<file path="config.mk">
export PLATFORM = sky130hd
export DESIGN_NAME = branch_predict_unit
export DESIGN_NICKNAME = d
export VERILOG_FILES = /design/src/rtl/branch_pkg.sv /design/src/rtl/branch_cmp.sv /design/src/rtl/branch_predict_unit.sv
export SDC_FILE = /design/constraint.sdc
export NUM_CORES = 1
export LEC_CHECK = 0
export ABC_AREA = 1
export CAP_MARGIN = 20
export CORE_MARGIN = 2
export CORE_UTILIZATION = 35
export CTS_CLUSTER_DIAMETER = 60
export DETAILED_ROUTE_END_ITERATION = 16
export GPL_TIMING_DRIVEN = 0
export PLACE_DENSITY_LB_ADDON = 0.3
export SKIP_LAST_GASP = 1
export SLEW_MARGIN = 0
export SYNTH_ARGS = -nofsm -noshare
export SYNTH_HDL_FRONTEND = slang
export SYNTH_SLANG_ARGS = --single-unit
</file>
<file path="constraint.sdc">
create_clock -name clk_i -period 2.5 [get_ports clk_i]
set_input_delay 0.375 -clock clk_i [delete_from_list [all_inputs] [get_ports clk_i]]
set_output_delay 0.375 -clock clk_i [all_outputs]
set_load 0.05 [all_outputs]
</file>
<file path="src/rtl/branch_pkg.sv">
// Shared definitions for the branch predict unit: branch condition codes,
// the 2-bit saturating counter state and the counter reset value.
package branch_pkg;

    localparam logic [2:0] F3_BEQ  = 3'b000;
    localparam logic [2:0] F3_BNE  = 3'b001;
    localparam logic [2:0] F3_BLT  = 3'b100;
    localparam logic [2:0] F3_BGE  = 3'b101;
    localparam logic [2:0] F3_BLTU = 3'b110;
    localparam logic [2:0] F3_BGEU = 3'b111;

    typedef enum logic [1:0] {
        SNT = 2'b00,
        WNT = 2'b01,
        WT  = 2'b10,
        ST  = 2'b11
    } cnt_t;

    localparam cnt_t CNT_RST = WNT;

endpackage

</file>
<file path="src/rtl/branch_cmp.sv">
// Combinational branch condition evaluation; flags the two unused funct3 codes.
module branch_cmp
    import branch_pkg::*;
#(
    parameter int DW = 32
) (
    input  logic [DW-1:0] rd1_i,
    input  logic [DW-1:0] rd2_i,
    input  logic [2:0]    funct3_i,
    output logic          taken_o,
    output logic          illegal_o
);

    logic signed [DW-1:0] rd1_s;
    logic signed [DW-1:0] rd2_s;

    assign rd1_s = rd1_i;
    assign rd2_s = rd2_i;

    // Decode the condition and compare the operands
    always_comb begin
        taken_o   = 1'b0;
        illegal_o = 1'b0;
        case (funct3_i)
            F3_BEQ:  taken_o = (rd1_i == rd2_i);
            F3_BNE:  taken_o = (rd1_i != rd2_i);
            F3_BLT:  taken_o = (rd1_s <  rd2_s);
            F3_BGE:  taken_o = (rd1_s >= rd2_s);
            F3_BLTU: taken_o = (rd1_i <  rd2_i);
            F3_BGEU: taken_o = (rd1_i >= rd2_i);
            default: illegal_o = 1'b1;
        endcase
    end

endmodule

</file>
<file path="src/rtl/branch_predict_unit.sv">
// Branch predict unit: 2-bit saturating counter table indexed by pc[IDX_W+1:2],
// zero-latency prediction and a one-cycle registered resolve result.
// Optional statistics counters are enabled by defining BRANCH_STATS_EN.
module branch_predict_unit
    import branch_pkg::*;
#(
    parameter int DW    = 32,
    parameter int PC_W  = 32,
    parameter int IDX_W = 4
) (
    input  logic            clk_i,
    input  logic            rst_ni,
    input  logic [PC_W-1:0] pred_pc_i,
    output logic            pred_taken_o,
    input  logic            res_valid_i,
    input  logic [PC_W-1:0] res_pc_i,
    input  logic [DW-1:0]   rd1_i,
    input  logic [DW-1:0]   rd2_i,
    input  logic [2:0]      funct3_i,
    input  logic            res_pred_i,
    output logic            out_valid_o,
    output logic            branch_o,
    output logic            mispredict_o,
    output logic            illegal_o
`ifdef BRANCH_STATS_EN
    ,
    output logic [31:0]     stat_branches_o,
    output logic [31:0]     stat_mispred_o
`endif
);

    localparam int ENTRIES = 1 << IDX_W;

    // Move a counter one step toward the outcome, clamping at ST and SNT
    function automatic cnt_t sat_update(input cnt_t cur, input logic taken);
        cnt_t nxt;
        nxt = cur;
        if (taken) begin
            if (cur != ST) nxt = cnt_t'(cur + 2'd1);
        end else begin
            if (cur != SNT) nxt = cnt_t'(cur - 2'd1);
        end
        return nxt;
    endfunction

    cnt_t             table_q [ENTRIES];
    logic [IDX_W-1:0] pred_idx;
    logic [IDX_W-1:0] res_idx;
    logic             cmp_taken;
    logic             cmp_illegal;
    logic             upd_en;
    logic             mis_now;
    logic             vld_p1;
    logic             branch_p1;
    logic             mis_p1;
    logic             ill_p1;
    logic             pc_unused;

    assign pred_idx = pred_pc_i[IDX_W+1:2];
    assign res_idx  = res_pc_i[IDX_W+1:2];
    assign pc_unused = ^{pred_pc_i[PC_W-1:IDX_W+2], pred_pc_i[1:0],
                         res_pc_i[PC_W-1:IDX_W+2], res_pc_i[1:0]};

    branch_cmp #(
        .DW(DW)
    ) u_cmp (
        .rd1_i     (rd1_i),
        .rd2_i     (rd2_i),
        .funct3_i  (funct3_i),
        .taken_o   (cmp_taken),
        .illegal_o (cmp_illegal)
    );

    assign upd_en  = res_valid_i && !cmp_illegal;
    assign mis_now = cmp_taken != res_pred_i;

    // Prediction reads the stored counter directly; a same-cycle update is not bypassed
    assign pred_taken_o = table_q[pred_idx][1];

    // Counter table: all entries WNT on reset, one saturating step per legal resolve
    always_ff @(posedge clk_i or negedge rst_ni) begin
        if (!rst_ni) begin
            for (int i = 0; i < ENTRIES; i++) table_q[i] <= CNT_RST;
        end else if (upd_en) begin
            table_q[res_idx] <= sat_update(table_q[res_idx], cmp_taken);
        end
    end

    // ---- stage p1: registered resolve result, zeroed when no request ----
    always_ff @(posedge clk_i or negedge rst_ni) begin
        if (!rst_ni) begin
            vld_p1    <= 1'b0;
            branch_p1 <= 1'b0;
            mis_p1    <= 1'b0;
            ill_p1    <= 1'b0;
        end else begin
            vld_p1    <= res_valid_i;
            branch_p1 <= upd_en && cmp_taken;
            mis_p1    <= upd_en && mis_now;
            ill_p1    <= res_valid_i && cmp_illegal;
        end
    end

    assign out_valid_o  = vld_p1;
    assign branch_o     = branch_p1;
    assign mispredict_o = mis_p1;
    assign illegal_o    = ill_p1;

`ifdef BRANCH_STATS_EN
    logic [31:0] stat_br_q;
    logic [31:0] stat_mis_q;

    // Free-running event counters; natural 32-bit wrap
    always_ff @(posedge clk_i or negedge rst_ni) begin
        if (!rst_ni) begin
            stat_br_q  <= 32'd0;
            stat_mis_q <= 32'd0;
        end else if (upd_en) begin
            stat_br_q <= stat_br_q + 32'd1;
            if (mis_now) stat_mis_q <= stat_mis_q + 32'd1;
        end
    end

    assign stat_branches_o = stat_br_q;
    assign stat_mispred_o  = stat_mis_q;
`endif

endmodule

</file>
==> flow_summary.yaml <==
pwr:
  finalPower_uw: 1930
  power_density_nw_per_um2: 423
  netSwitchingPower_uw: 635
  intPower_uw: 1290
  clkPwrFrac_pct: 23.8
  netSwitchingFraction_pct: 33.0
  pwr-share-seq_pct: 39.4
  comb_power_share_pct: 36.8
  vdd_drop_max_v: 0.000324
  leakage_uw: 0.00234
sta:
  min_period_over_period_pct: 96.6
  setup_viol: 0
  drv_slew: 0
  skew_ps: 5.97
  setup_slack_ps: 84.1
  hold_viol_final: 0
  fmaxAchievable_mhz: 414
  min_period_ps: 2420
  tightest_slew_ps: 813
  relSlewSlack_pct: 45.8
route:
  drt_iter0_drc: 132
  drt_wl_total_um: 8850
  viasPerCell: 4.89
  vias: 3153
  avgRoutedWirePerCell_um: 13.7
  firstDrtPassIters: 4
  drc: 0
  ant_nets: 0
grt:
  grt.overflow.total: 0
  grt_max_degree: 37
  antenna_found_initial: 0
  grt_pass1_vias: 2988
  track_usage_pct: 18.2
  grt_pass1_wl_um: 13300
clock_tree:
  holdBufCountCts: 0
  h-tree-depth: 2
  cts_made_buffers: 5
  clk_latency_ps: 290
  clkTransAtPathRegs_ps: 70
  clock-sinks: 36
  cts_tree: "yes"
  cts_root_buf: "clkbuf_8"
  clk_path_buf_depth: 2
synth:
  synth_cells: 446
  syn_nets: 613
  synth_area_leader_cell: "nand2_1"
  synth-seq-cells: 36
  ys_warn_count: 0
  ys_seq_area_share_pct: 30.8
  avgSynthCellArea_um2: 6.69
  synth_top_area_share_pct: 18.9
  syn_area_um2: 2990
  synthTopCellsByArea: "nand2_1, dfrtp_1, dfstp_2, ha_1, inv_1"
  synth.distinct_cells: 26
status:
  outcome: "finished clean"
setup_path:
  cp_cell_sequence: "clkdlybuf4s50_1 > ha_4 > nand2_1 > nand2_1 > nand3_1 > nand2_1 > a21oi_2 > nand2_1 > nand2_2 > nand2_2 > nand2_2 > nand3_2 > nand2_2 > nand3_2 > nand2_2 > nand2_4 > clkbuf_16 > nand2_1 > nand2_1"
  crit_slowest_cell: "clkdlybuf4s50_1"
  critPathRequiredTime_ps: 2720
  crit_arrival_ps: 2640
  max_stage_delay_ps: 540
  criticalPathCategory: "input pin to flop"
  cpMostUsedCell: "nand2_1"
  start_kind: "input pin"
  endpoint_kind: "flop"
  crit_path_max_fanout: 6
  critPathLaunch: "rd1_i[9]"
  reg2reg_from: "table_q[7]$_DFFE_PN0P_"
  critical_path.top_delay_family: "simple AND/OR/NAND/NOR gates"
  path_buf_inv: 2
floorplan:
  initial_utilization_pct: 36.2
  core_um2: 8260
  rows: 33
  die-area_um2: 9280
  ios: 140
  die_w_um: 96.4
  die_h_um: 96.4
cells_and_area:
  drive_above_1_share_pct: 21.9
  mostFrequentLayoutCells: "nand2_1, inv_1, clkdlybuf4s50_1, nor2_1, nand2_2"
  area_growth_pct: 52.5
  final_common_cell: "nand2_1"
  antenna_cells: 0
  multi_input_area_um2: 2140
  nFillCells: 752
  regArea_um2: 921
  finalNetCount: 706
placement:
  gp_congestion: 0.884
  pre_cts_ws_ps: -364
  portBuffers: 82
  hpwl_um: 6350
hold_path:
  hold_class: "input pin to asynchronous set/reset pin"
flow_run:
  drv_cap: 0
==> state kept, by name, summed over array words and instances (netlist names) <==
signal / count
table_q: 32
branch_o: 1
illegal_o: 1
mispredict_o: 1
out_valid_o: 1
==> timing repair <==
action / CTS / global route
setup endpoints to repair: 11 / 34
pin swaps: 0 / 37
cloned: 0 / 1
resized for setup: 3 / 97
setup buffers: 0 / 3
endpoints found under the hold margin: 0 / 0
==> area by class of cell <==
type	instances	area share, %
Clock buffer	8	2.20
Multi-Input combinational cell	323	46.9
Timing Repair Buffer	86	20.1
Buffer	4	0.825
Tap cell	105	2.89
Inverter	83	6.84
Sequential cell	36	20.2
==> routing by layer <==
layer | vias up | global-route usage, % | wire length, um
li1 | 1584 | - | -
met1 | 1446 | 23.1 | 3670
met2 | 101 | 31.2 | 4350
met3 | 22 | 3.76 | 619
met4 | 0 | 5.52 | 206
met5 | - | 0 | 0
==> synth_stat cells (all sizes together) <==
cell type	count
a22oi	16
o32ai	3
o21ai	9
nand4	5
dfstp	16
nand2	159
o221ai	1
ha	32
o21a	2
buf	3
inv	83
dfrtp	20
a21oi	14
nor3	2
nand3	25
o31ai	2
nor2	53
clkbuf	1
==> power by group through the flow <==
stage / sequential (uW) / combinational [uW] / clock (uW)
after floorplan: 762 / 331 / 0
after global placement: 766 / 570 / 0
after detailed placement: 767 / 583 / 0
after CTS: 758 / 587 / 474
after global routing: 769 / 787 / 501
final: 759 / 709 / 458
==> stage by stage <==
stage / util (%) / setup TNS [ps] / cells / cell area [um2] / hold WS (ps)
after global placement: 47.7 / -7260 / 633 / 3940 / 455
final: 55.1 / 0 / 645 / 4550 / 168
after global routing: 55.1 / -298 / 645 / 4550 / 237
after detailed placement: 47.7 / -8410 / 633 / 3940 / 457
after CTS: 49.0 / -11.0 / 641 / 4050 / 204
after floorplan: - / 0 / 446 / 2990 / 79.4
==> logic make-up (layout without fill, tap and decap cells) <==
| family | after synthesis | count (layout) | share of synthesized area, % |
|---|---|---|---|
| buf+inv | 87 | 181 | 11.6 |
| flops | 36 | 36 | 30.8 |
| fa+ha+maj | 32 | 32 | 13.4 |
| simple gates | 244 | 244 | 34.1 |
| compound gates | 47 | 47 | 10.1 |
==> worst paths after layout <==
| check | end | slack (ps) | cells after the start |
|---|---|---|---|
| setup / recovery | table_q[24]$_DFFE_PN1P_ | 80 | 19 |
| hold / removal | table_q[23]$_DFFE_PN0P_ | 170 | 1 |
| setup reg to reg | table_q[23]$_DFFE_PN0P_ | 780 | 9 |
| hold reg to reg | table_q[6]$_DFFE_PN1P_ | 470 | 2 |
| max in group asynchronous | table_q[31]$_DFFE_PN0P_ | 1810 | 1 |
| min in group clk_i | table_q[6]$_DFFE_PN1P_ | 470 | 2 |
Power figures use the tool's default switching activity.
